==> src/rtl/reg_writeback_pkg.sv <==
// Shared types for the register-file write-back arbiter: register address/data,
// the LU result FIFO entry and the arbiter state encoding.
package reg_writeback_pkg;

    typedef logic        Bit_t;
    typedef logic [4:0]  Reg_addr_t;
    typedef logic [31:0] Reg_data_t;

    localparam Bit_t      ENABLE    = 1'b1;
    localparam Bit_t      DISABLE   = 1'b0;
    localparam Reg_addr_t REG_ZERO  = 5'd0;
    localparam Reg_data_t ZERO_WORD = 32'd0;

    typedef struct packed {
        Reg_addr_t addr;
        Reg_data_t data;
    } Wb_entry_t;

    typedef enum logic {
        PIPE_PRI = 1'b0,
        LU_PRI   = 1'b1
    } Wb_state_t;

    function automatic logic [31:0] addr_bit(input Reg_addr_t a);
        return 32'd1 << a;
    endfunction

endpackage

==> src/rtl/reg_writeback_fifo.sv <==
// Small power-of-two FIFO of write-back entries; head is presented combinationally,
// occupancy is a registered count with derived full/empty flags.
module wb_fifo
    import reg_writeback_pkg::*;
#(
    parameter int DEPTH = 4
) (
    input  logic                     clk,
    input  logic                     rst,
    input  logic                     push,
    input  logic                     pop,
    input  Wb_entry_t                din,
    output Wb_entry_t                dout,
    output logic [$clog2(DEPTH):0]   count,
    output logic                     full,
    output logic                     empty
);

    localparam int AW = $clog2(DEPTH);
    localparam int CW = AW + 1;

    Wb_entry_t       mem [DEPTH];
    logic [AW-1:0]   wr_ptr;
    logic [AW-1:0]   rd_ptr;
    logic            push_ok;
    logic            pop_ok;

    assign full    = (count == CW'(DEPTH));
    assign empty   = (count == '0);
    assign push_ok = push && !full;
    assign pop_ok  = pop && !empty;
    assign dout    = mem[rd_ptr];

    // Pointers wrap naturally because DEPTH is a power of two.
    always_ff @(posedge clk or negedge rst) begin
        if (!rst) begin
            wr_ptr <= '0;
            rd_ptr <= '0;
            count  <= '0;
        end else begin
            if (push_ok) wr_ptr <= wr_ptr + 1'b1;
            if (pop_ok)  rd_ptr <= rd_ptr + 1'b1;
            case ({push_ok, pop_ok})
                2'b10:   count <= count + 1'b1;
                2'b01:   count <= count - 1'b1;
                default: count <= count;
            endcase
        end
    end

    always_ff @(posedge clk) begin
        if (push_ok) mem[wr_ptr] <= din;
    end

endmodule

==> src/rtl/reg_writeback.sv <==
// Write-back arbiter for the register file's single write port: merges pipeline WB
// results with buffered long-latency results. Optional macro WB_LU_BYPASS_EN lets an
// LU result skip the empty FIFO when the pipeline is idle.
module reg_writeback
    import reg_writeback_pkg::*;
#(
    parameter int FIFO_DEPTH   = 4,
    parameter int STARVE_LIMIT = 3
) (
    input  logic                          clk,
    input  logic                          rst,
    input  logic                          pipe_we,
    input  logic [4:0]                    pipe_waddr,
    input  logic [31:0]                   pipe_wdata,
    output logic                          pipe_stall,
    input  logic                          lu_issue,
    input  logic [4:0]                    lu_issue_addr,
    input  logic                          lu_valid,
    input  logic [4:0]                    lu_addr,
    input  logic [31:0]                   lu_data,
    output logic                          lu_ready,
    output logic                          write_enable,
    output logic [4:0]                    write_addr,
    output logic [31:0]                   write_data,
    output logic [31:0]                   busy_mask,
    output logic [$clog2(FIFO_DEPTH):0]   fifo_count
);

    localparam int             SW          = $clog2(STARVE_LIMIT + 1);
    localparam logic [SW-1:0]  STARVE_LAST = SW'(STARVE_LIMIT - 1);

    Wb_state_t      state;
    Wb_state_t      next_state;
    logic [SW-1:0]  starve_cnt;
    logic           starve_hit;

    logic           fifo_push;
    logic           fifo_pop;
    logic           fifo_full;
    logic           fifo_empty;
    Wb_entry_t      fifo_head;
    Wb_entry_t      lu_entry;
    logic           lu_fire;
    logic           bypass;

    logic           sel_we;
    Reg_addr_t      sel_addr;
    Reg_data_t      sel_data;
    logic [31:0]    busy_next;

    assign lu_ready   = !fifo_full;
    assign lu_fire    = lu_valid && lu_ready;
    assign lu_entry   = '{addr: lu_addr, data: lu_data};
    // Results for $zero complete the handshake but are dropped here.
    assign fifo_push  = lu_fire && (lu_addr != REG_ZERO) && !bypass;
    assign starve_hit = (state == PIPE_PRI) && pipe_we && !fifo_empty;

    wb_fifo #(.DEPTH(FIFO_DEPTH)) u_fifo (
        .clk   (clk),
        .rst   (rst),
        .push  (fifo_push),
        .pop   (fifo_pop),
        .din   (lu_entry),
        .dout  (fifo_head),
        .count (fifo_count),
        .full  (fifo_full),
        .empty (fifo_empty)
    );

    always_ff @(posedge clk or negedge rst) begin
        if (!rst) state <= PIPE_PRI;
        else      state <= next_state;
    end

    // LU_PRI is entered on the edge where the FIFO loses for the STARVE_LIMIT-th time.
    always_comb begin
        next_state = state;
        case (state)
            PIPE_PRI: if (starve_hit && starve_cnt == STARVE_LAST) next_state = LU_PRI;
            LU_PRI:   next_state = PIPE_PRI;
            default:  next_state = PIPE_PRI;
        endcase
    end

    always_comb begin
        pipe_stall = 1'b0;
        fifo_pop   = 1'b0;
        bypass     = 1'b0;
        sel_we     = 1'b0;
        sel_addr   = REG_ZERO;
        sel_data   = ZERO_WORD;
        case (state)
            LU_PRI: begin
                pipe_stall = 1'b1;
                fifo_pop   = !fifo_empty;
                sel_we     = !fifo_empty;
                sel_addr   = fifo_head.addr;
                sel_data   = fifo_head.data;
            end
            default: begin
                if (pipe_we) begin
                    sel_we   = (pipe_waddr != REG_ZERO);
                    sel_addr = pipe_waddr;
                    sel_data = pipe_wdata;
                end else if (!fifo_empty) begin
                    fifo_pop = 1'b1;
                    sel_we   = 1'b1;
                    sel_addr = fifo_head.addr;
                    sel_data = fifo_head.data;
                end
`ifdef WB_LU_BYPASS_EN
                else if (lu_fire) begin
                    bypass   = 1'b1;
                    sel_we   = (lu_addr != REG_ZERO);
                    sel_addr = lu_addr;
                    sel_data = lu_data;
                end
`endif
            end
        endcase
    end

    always_ff @(posedge clk or negedge rst) begin
        if (!rst)                          starve_cnt <= '0;
        else if (fifo_pop || fifo_empty)   starve_cnt <= '0;
        else if (starve_hit)               starve_cnt <= starve_cnt + 1'b1;
    end

    // Clears are applied before the set so a same-cycle reissue keeps the bit.
    always_comb begin
        busy_next = busy_mask;
        if (fifo_pop) busy_next = busy_next & ~addr_bit(fifo_head.addr);
        if (bypass)   busy_next = busy_next & ~addr_bit(lu_addr);
        if (lu_issue && lu_issue_addr != REG_ZERO)
            busy_next = busy_next | addr_bit(lu_issue_addr);
    end

    // Output stage: selection made this cycle drives the register file next cycle.
    always_ff @(posedge clk or negedge rst) begin
        if (!rst) begin
            write_enable <= 1'b0;
            write_addr   <= REG_ZERO;
            write_data   <= ZERO_WORD;
            busy_mask    <= '0;
        end else begin
            write_enable <= sel_we;
            write_addr   <= sel_addr;
            write_data   <= sel_data;
            busy_mask    <= busy_next;
        end
    end

    a_pipe_not_busy: assert property (@(posedge clk) disable iff (!rst)
        (pipe_we && pipe_waddr != REG_ZERO) |-> !busy_mask[pipe_waddr]);

    a_lu_was_issued: assert property (@(posedge clk) disable iff (!rst)
        (lu_fire && lu_addr != REG_ZERO) |-> busy_mask[lu_addr]);

endmodule
==> config.mk <==
export PLATFORM = sky130hd
export DESIGN_NAME = reg_writeback
export DESIGN_NICKNAME = d
export VERILOG_FILES = /design/src/rtl/reg_writeback_pkg.sv /design/src/rtl/reg_writeback_fifo.sv /design/src/rtl/reg_writeback.sv
export SDC_FILE = /design/constraint.sdc
export NUM_CORES = 1
export LEC_CHECK = 0
export ABC_AREA = 0
export CAP_MARGIN = 0
export CORE_AREA = 2 2 190 192
export CTS_CLUSTER_SIZE = 24
export DETAILED_ROUTE_END_ITERATION = 10
export DIE_AREA = 0 0 192 194
export GPL_TIMING_DRIVEN = 0
export SKIP_CTS_REPAIR_TIMING = 1
export SYNTH_ARGS = -nofsm -noshare
export SYNTH_HDL_FRONTEND = slang
export SYNTH_SLANG_ARGS = --single-unit
==> constraint.sdc <==
create_clock -name clk -period 6.6 [get_ports clk]
set_input_delay 0.66 -clock clk [delete_from_list [all_inputs] [get_ports clk]]
set_output_delay 0.66 -clock clk [all_outputs]
set_load 0.02 [all_outputs]
# ---- Word-level counts from Yosys, hierarchy flattened
# Memories as Yosys holds them, arrays and structs flattened.
# Cells that the tools add are included.
# Widths: inputs -> output; s select.
dict set report op_classes {
  add_sub_neg 5
  n_eq_ne 4
  shifts 2
  n_mux 21
  bitwise 4
  n_reduce_logical 17
}
# cell count
set op_table {}
lappend op_table {{$mux 32} 5}
lappend op_table {{$shl 1x5->32 const A} 2}
lappend op_table {{$and 32x32->32} 1}
lappend op_table {{$not 32->32} 1}
lappend op_table {{$or 32x32->32} 1}
lappend op_table {{$mux 5} 3}
lappend op_table {{$reduce_bool 5->1} 3}
lappend op_table {{$mux 1} 9}
lappend op_table {{$logic_and 1x1->1} 8}
lappend op_table {{$add 2x1->2 const B} 3}
lappend op_table {{$pmux 3 s2} 1}
lappend op_table {{$eq 2x2->1 const B} 2}
lappend op_table {{$mux 2} 2}
lappend op_table {{$reduce_bool 2->1} 2}
lappend op_table {{$add 3x1->3 const B} 1}
lappend op_table {{$eq 3x3->1 const B} 1}
lappend op_table {{$logic_not 3->1} 1}
lappend op_table {{$sub 3x1->3 const B} 1}
lappend op_table {{$eq 2x1->1 const B} 1}
lappend op_table {{$logic_not 1->1} 2}
lappend op_table {{$pmux 1 s2} 1}
lappend op_table {{$logic_or 1x1->1} 1}
lappend op_table {{$not 1->1} 1}
dict set report totals {
  reg_bits 80
  ramBits 148
  in_bits 84
  memories 1
}
# name depth width read_ports rd_clocked_by_memory_dff write_ports line_no
set memory_table {}
lappend memory_table {u_fifo.mem 4 37 1 0 1 reg_writeback_fifo.sv:22} ;# Wb_entry_t mem [DEPTH];

# ---- Depth between registers and ports, before layout
dict set report depth {
  ltp_word 7
  depth_mapped 10
  depth_no_buf 10
}

# ---- Hierarchy
# From an unflattened synthesis, not the netlist that was laid out.
dict set report unflattened {
  hier_cells 473
  area_unflattened_um2 8759.7
}
# module instances cells_per_inst area_per_inst_um2 seq_area_each_um2
set modules_own_cells {}
lappend modules_own_cells {wb_fifo 1 230 5755.5 4619.4}
lappend modules_own_cells {reg_writeback 1 243 3004.1 1826.8}

# ---- Worst setup path after synthesis
# OpenSTA, ideal clock, no wires.
dict set report synth_timing {
  kind {input-to-reg}
  start {input lu_addr[0]}
  end {register u_fifo.count[2]}
  t_arrival_ns 2.457
  setup_slack_ns 4.063
  path_stages 9
  cell_sequence {or4_1 > o211a_1 > inv_1 > ha_1 > inv_1 > fa_1 > xor2_1 > nor2_1 > xor2_1}
}
dict set report synth_between {
  elab_chain_cells 5
  elab_cells_between_ends 7
  classes_between {2 x eq/ne; 1 x mux; 4 x reduce/logical}
}
# item line_no
set synth_rtl {}
lappend synth_rtl {{from (decl)} reg_writeback.sv:19} ;# input logic [4:0] lu_addr,
lappend synth_rtl {{$reduce_bool 5->1 (*)} reg_writeback.sv:55} ;# assign fifo_push = lu_fire && (lu_addr != REG_ZERO) && !bypass;
lappend synth_rtl {{$logic_and 1x1->1 (*)} reg_writeback.sv:55}
lappend synth_rtl {{$logic_and 1x1->1 (*)} reg_writeback_fifo.sv:30} ;# assign push_ok = push && !full;
lappend synth_rtl {{$eq 2x1->1 or $eq 2x2->1 (tied branches)} reg_writeback_fifo.sv:43} ;# case ({push_ok, pop_ok})
lappend synth_rtl {{$pmux 3 s2 or $reduce_bool 2->1 (tied branches)} n/a}
lappend synth_rtl {{to (signal assigned)} reg_writeback_fifo.sv:44} ;# 2'b10: count <= count + 1'b1;
lappend synth_rtl {{to (signal assigned)} reg_writeback_fifo.sv:45} ;# 2'b01: count <= count - 1'b1;
lappend synth_rtl {{to (signal assigned)} reg_writeback_fifo.sv:46} ;# default: count <= count;
lappend synth_rtl {{to (decl)} reg_writeback_fifo.sv:14} ;# output logic [$clog2(DEPTH):0] count,
# Every way passes the cells marked *; elsewhere a longest branch is shown, timed or not.
# A chain may end at the register's enable or synchronous reset.

# ---- Worst setup path in the final report
# Same ends and word-level chain as after synthesis.

==> metrics <==
CTS tree yes; syn nets 575; RSZ-0062 raised after global routing false; root buf cell clkbuf_16; minimum clock period 2.72 ns; Clk network pwr share about a quarter; Internal around 0.0037 W; reg2reg path depth 4; Post-Route Skew approximately 0.024 ns; H-Tree Level Count 1; Worst R2R Setup Slack 4.08 ns; largest net degree at the start of global routing 50; TNS Setup 0 ns; clock sink count 228; final hold violations 0; Seq/Total Area, Yosys 74.2%; WL final around 22 mm; Hold WC Path Type in -> async; CP Data Arrival Time approximately 3.2 ns; # IOs approximately 160; vias per cell 4.36; DP Wirelength between 15 and 20 mm; gr usage total 11.7%; Die X ~190 um; clock-pin slew on the worst setup and hold paths about 0.060 ns; Pre-antenna DRT Iters 5; initial antenna violation count 1; die area ~0.037 mm^2; Critical Path Source Type primary input; status finished clean; routed len/inst 19.0 um; Slew Viols, Final 0; Ys Warns 0; switching power between 0.0015 and 0.002 W; share of cells above drive strength 1 between 10% and 20%; GRT overflow 0; DRC errors left 0; Critical Path Sink Type flip-flop; reg2reg start u_fifo.count[2]; num rows 69; post-synthesis register bit count about 230; post-synth cell types 34; Max VDD drop between 200 and 250 uV; combinational cell fraction of total power a little over a third; GP Congestion slightly below 0.8; crit path to u_fifo.count[2]; Nets about 760; Initial Util 24.6%; Mapped Area between 0.008 and 0.009 mm^2; 1st-iter DRT viols about 260; synthesized area per cell 17.9 um^2; Cell Pwr Density between 400 and 500 mW/mm^2; post-route clock period utilization roughly 41%; CP Class in -> reg; Critical Path Source lu_addr[0]; WHS 0.0915 ns; Layout fillers 3462; worst-skew pair later-pin latency 0.54 ns; Synth-to-Final Area Change 36.0%; Levels on crit path 10; crit path cell chain clkdlybuf4s50_1 -> or4_1 -> o211a_1 -> inv_1 -> ha_1 -> inv_1 -> fa_1 -> xor2_1 -> nor2_1 -> xor2_1; Syn Inst Count slightly below 500; crit path buf inv count 3; vias in the first global route roughly 5300; Setup violations, final 0; R2R Path End write_data[17]; total CTS buffers 26; Post-Route Utilization about 34%; fmax roughly 370 MHz; Antenna Cells 0; sequential share of power between 30% and 40%; Worst Tran Pin Value roughly 1.3 ns; input/output buffers around 160; max cap viols 0; Vias just over 5000; first-pass GRT wire length roughly 33 mm; Top delay family on crit path buffers and inverters; Switching Share about a third; worst path required time 7.06 ns; CTS max path bufs 3; Finished Cell Area ~0.012 mm^2; core footprint 0.0352 mm^2; die height approximately 190 um; DP Area between 0.01 and 0.015 mm^2; leak pwr about 4.2 nW; Slew headroom between 15 and 20%; crit-path max FO 7; Critical Path Max Stage Delay 0.55 ns; Slowest-stage cell, CP or4_1; Final ANT Viol Nets 0
per-layer routing:
metal	track usage, %	up-vias	wire (um)
li1	-	2295	-
met1	15.3	2539	9480
met2	19.3	166	10300
met3	3.11	30	1600
met4	2.71	2	452
met5	0	-	13
cell usage in the layout, fill, tap and decap left out, types with 2 or more instances in the layout:
cell / instances
clkbuf_1: 20
or2_1: 2
nor2_1: 9
or4_1: 2
a22o_1: 37
nand2_1: 39
and2_2: 4
nor2b_1: 3
dfrtp_1: 80
edfxtp_1: 148
buf_2: 5
xnor2_1: 3
or3_1: 2
o31ai_1: 34
inv_1: 7
and3_1: 2
clkinvlp_4: 2
clkbuf_16: 27
o21ai_0: 12
clkbuf_8: 6
buf_6: 4
or2b_1: 2
nand3_1: 8
buf_12: 4
mux4_2: 36
nor3_1: 2
nand2b_1: 9
clkdlybuf4s50_1: 155
xor2_1: 3
clkinv_2: 5
ha_1: 6
state kept, by name (all words and copies together), names as in the netlist, 2 cells and up:
register       count
u_fifo.mem       148
u_fifo.rd_ptr      2
u_fifo.wr_ptr      2
starve_cnt         2
write_addr         5
u_fifo.count       3
write_data        32
busy_mask         32
stage by stage:
| step | cells | setup slack, ns | total power, W |
|---|---|---|---|
| 4_1_cts | 1154 | 3.89 | 0.00557 |
| 3_5_place_dp | 1106 | 3.32 | 0.00412 |
| 3_3_place_gp | 1101 | 1.58 | 0.00408 |
| 6_report | 1154 | 3.88 | 0.00547 |
| 5_1_grt | 1154 | 3.80 | 0.00576 |
| 2_1_floorplan | 484 | 4.06 | 0.00321 |
how the worst min path moves through the flow:
stage	start	endpoint	slack, ns	cells past startpoint
after CTS	rst	u_fifo.count[2]	0.08	1
after detailed placement	starve_cnt[0]	starve_cnt[0]	0.42	1
after floorplan	rst	busy_mask[0]	0.36	0
after global placement	starve_cnt[0]	starve_cnt[0]	0.42	1
after global routing	rst	u_fifo.count[2]	0.11	1
final	rst	u_fifo.count[2]	0.09	1
cells in the mapped netlist (all sizes together):
cell / n / area, um^2
xnor2: 3 / 26.3
buf: 9 / 70.1
edfxtp: 148 / 4440
or3: 2 / 12.5
nor2b: 3 / 18.8
clkbuf: 16 / 60.1
mux2: 1 / 11.3
nand3: 8 / 40.0
inv: 7 / 26.3
ha: 6 / 75.1
nand2: 39 / 146
and2: 4 / 25.0
xor2: 3 / 26.3
or2b: 2 / 15.0
nand4: 1 / 6.26
nand3b: 1 / 7.51
o211a: 1 / 10.0
o31a: 1 / 8.76
nand2b: 9 / 56.3
and3: 2 / 12.5
fa: 1 / 20.0
o31ai: 34 / 255
nor3: 2 / 10.0
mux4: 37 / 837
o21ai: 12 / 60.1
o21bai: 1 / 7.51
or4: 2 / 15.0
or2: 3 / 18.8
a22o: 37 / 324
dfrtp: 80 / 2000
nor2: 9 / 33.8
area by class of cell:
class                           instances  area (um^2)  share of cell area, %
Sequential cell                       228         6450                   54.6
Multi-Input combinational cell        224         2080                   17.7
Timing Repair Buffer                  161         1670                   14.1
Clock buffer                           37          773                   6.55
Tap cell                              461          577                   4.89
Buffer                                 25          130                   1.10
Clock inverter                         11          104                  0.880
Inverter                                7         26.3                  0.223
cells by family (layout without fill, tap and decap cells):
group	after synthesis	in the layout	synth area share, %
flops	228	228	74.2
simple gates	87	87	4.81
compound gates	86	86	7.67
mux	38	38	9.77
buf+inv	32	241	1.80
fa+ha+maj	7	7	1.10
xor+xnor	6	6	0.605
power by group through the flow:
stage / Clock (W) / Sequential [W] / Combinational, W
finish: 0.00143 / 0.00209 / 0.00195
global placement: 0 / 0.00213 / 0.00195
global route: 0.00153 / 0.00213 / 0.00211
floorplan: 0 / 0.00234 / 0.000867
detailed placement: 0 / 0.00212 / 0.00200
CTS: 0.00147 / 0.00210 / 0.00200
worst register-to-register path, delay by kind of cell, from the launching register on:
| kind | cells | cell delay (ns) |
|---|---|---|
| buffers and inverters | 1 | 0.59 |
| AOI/OAI and AO/OA | 2 | 1.28 |
| DFF | 1 | 0.42 |
| and+or+nand+nor | 1 | 0.15 |
Power figures use the tool's default switching activity.
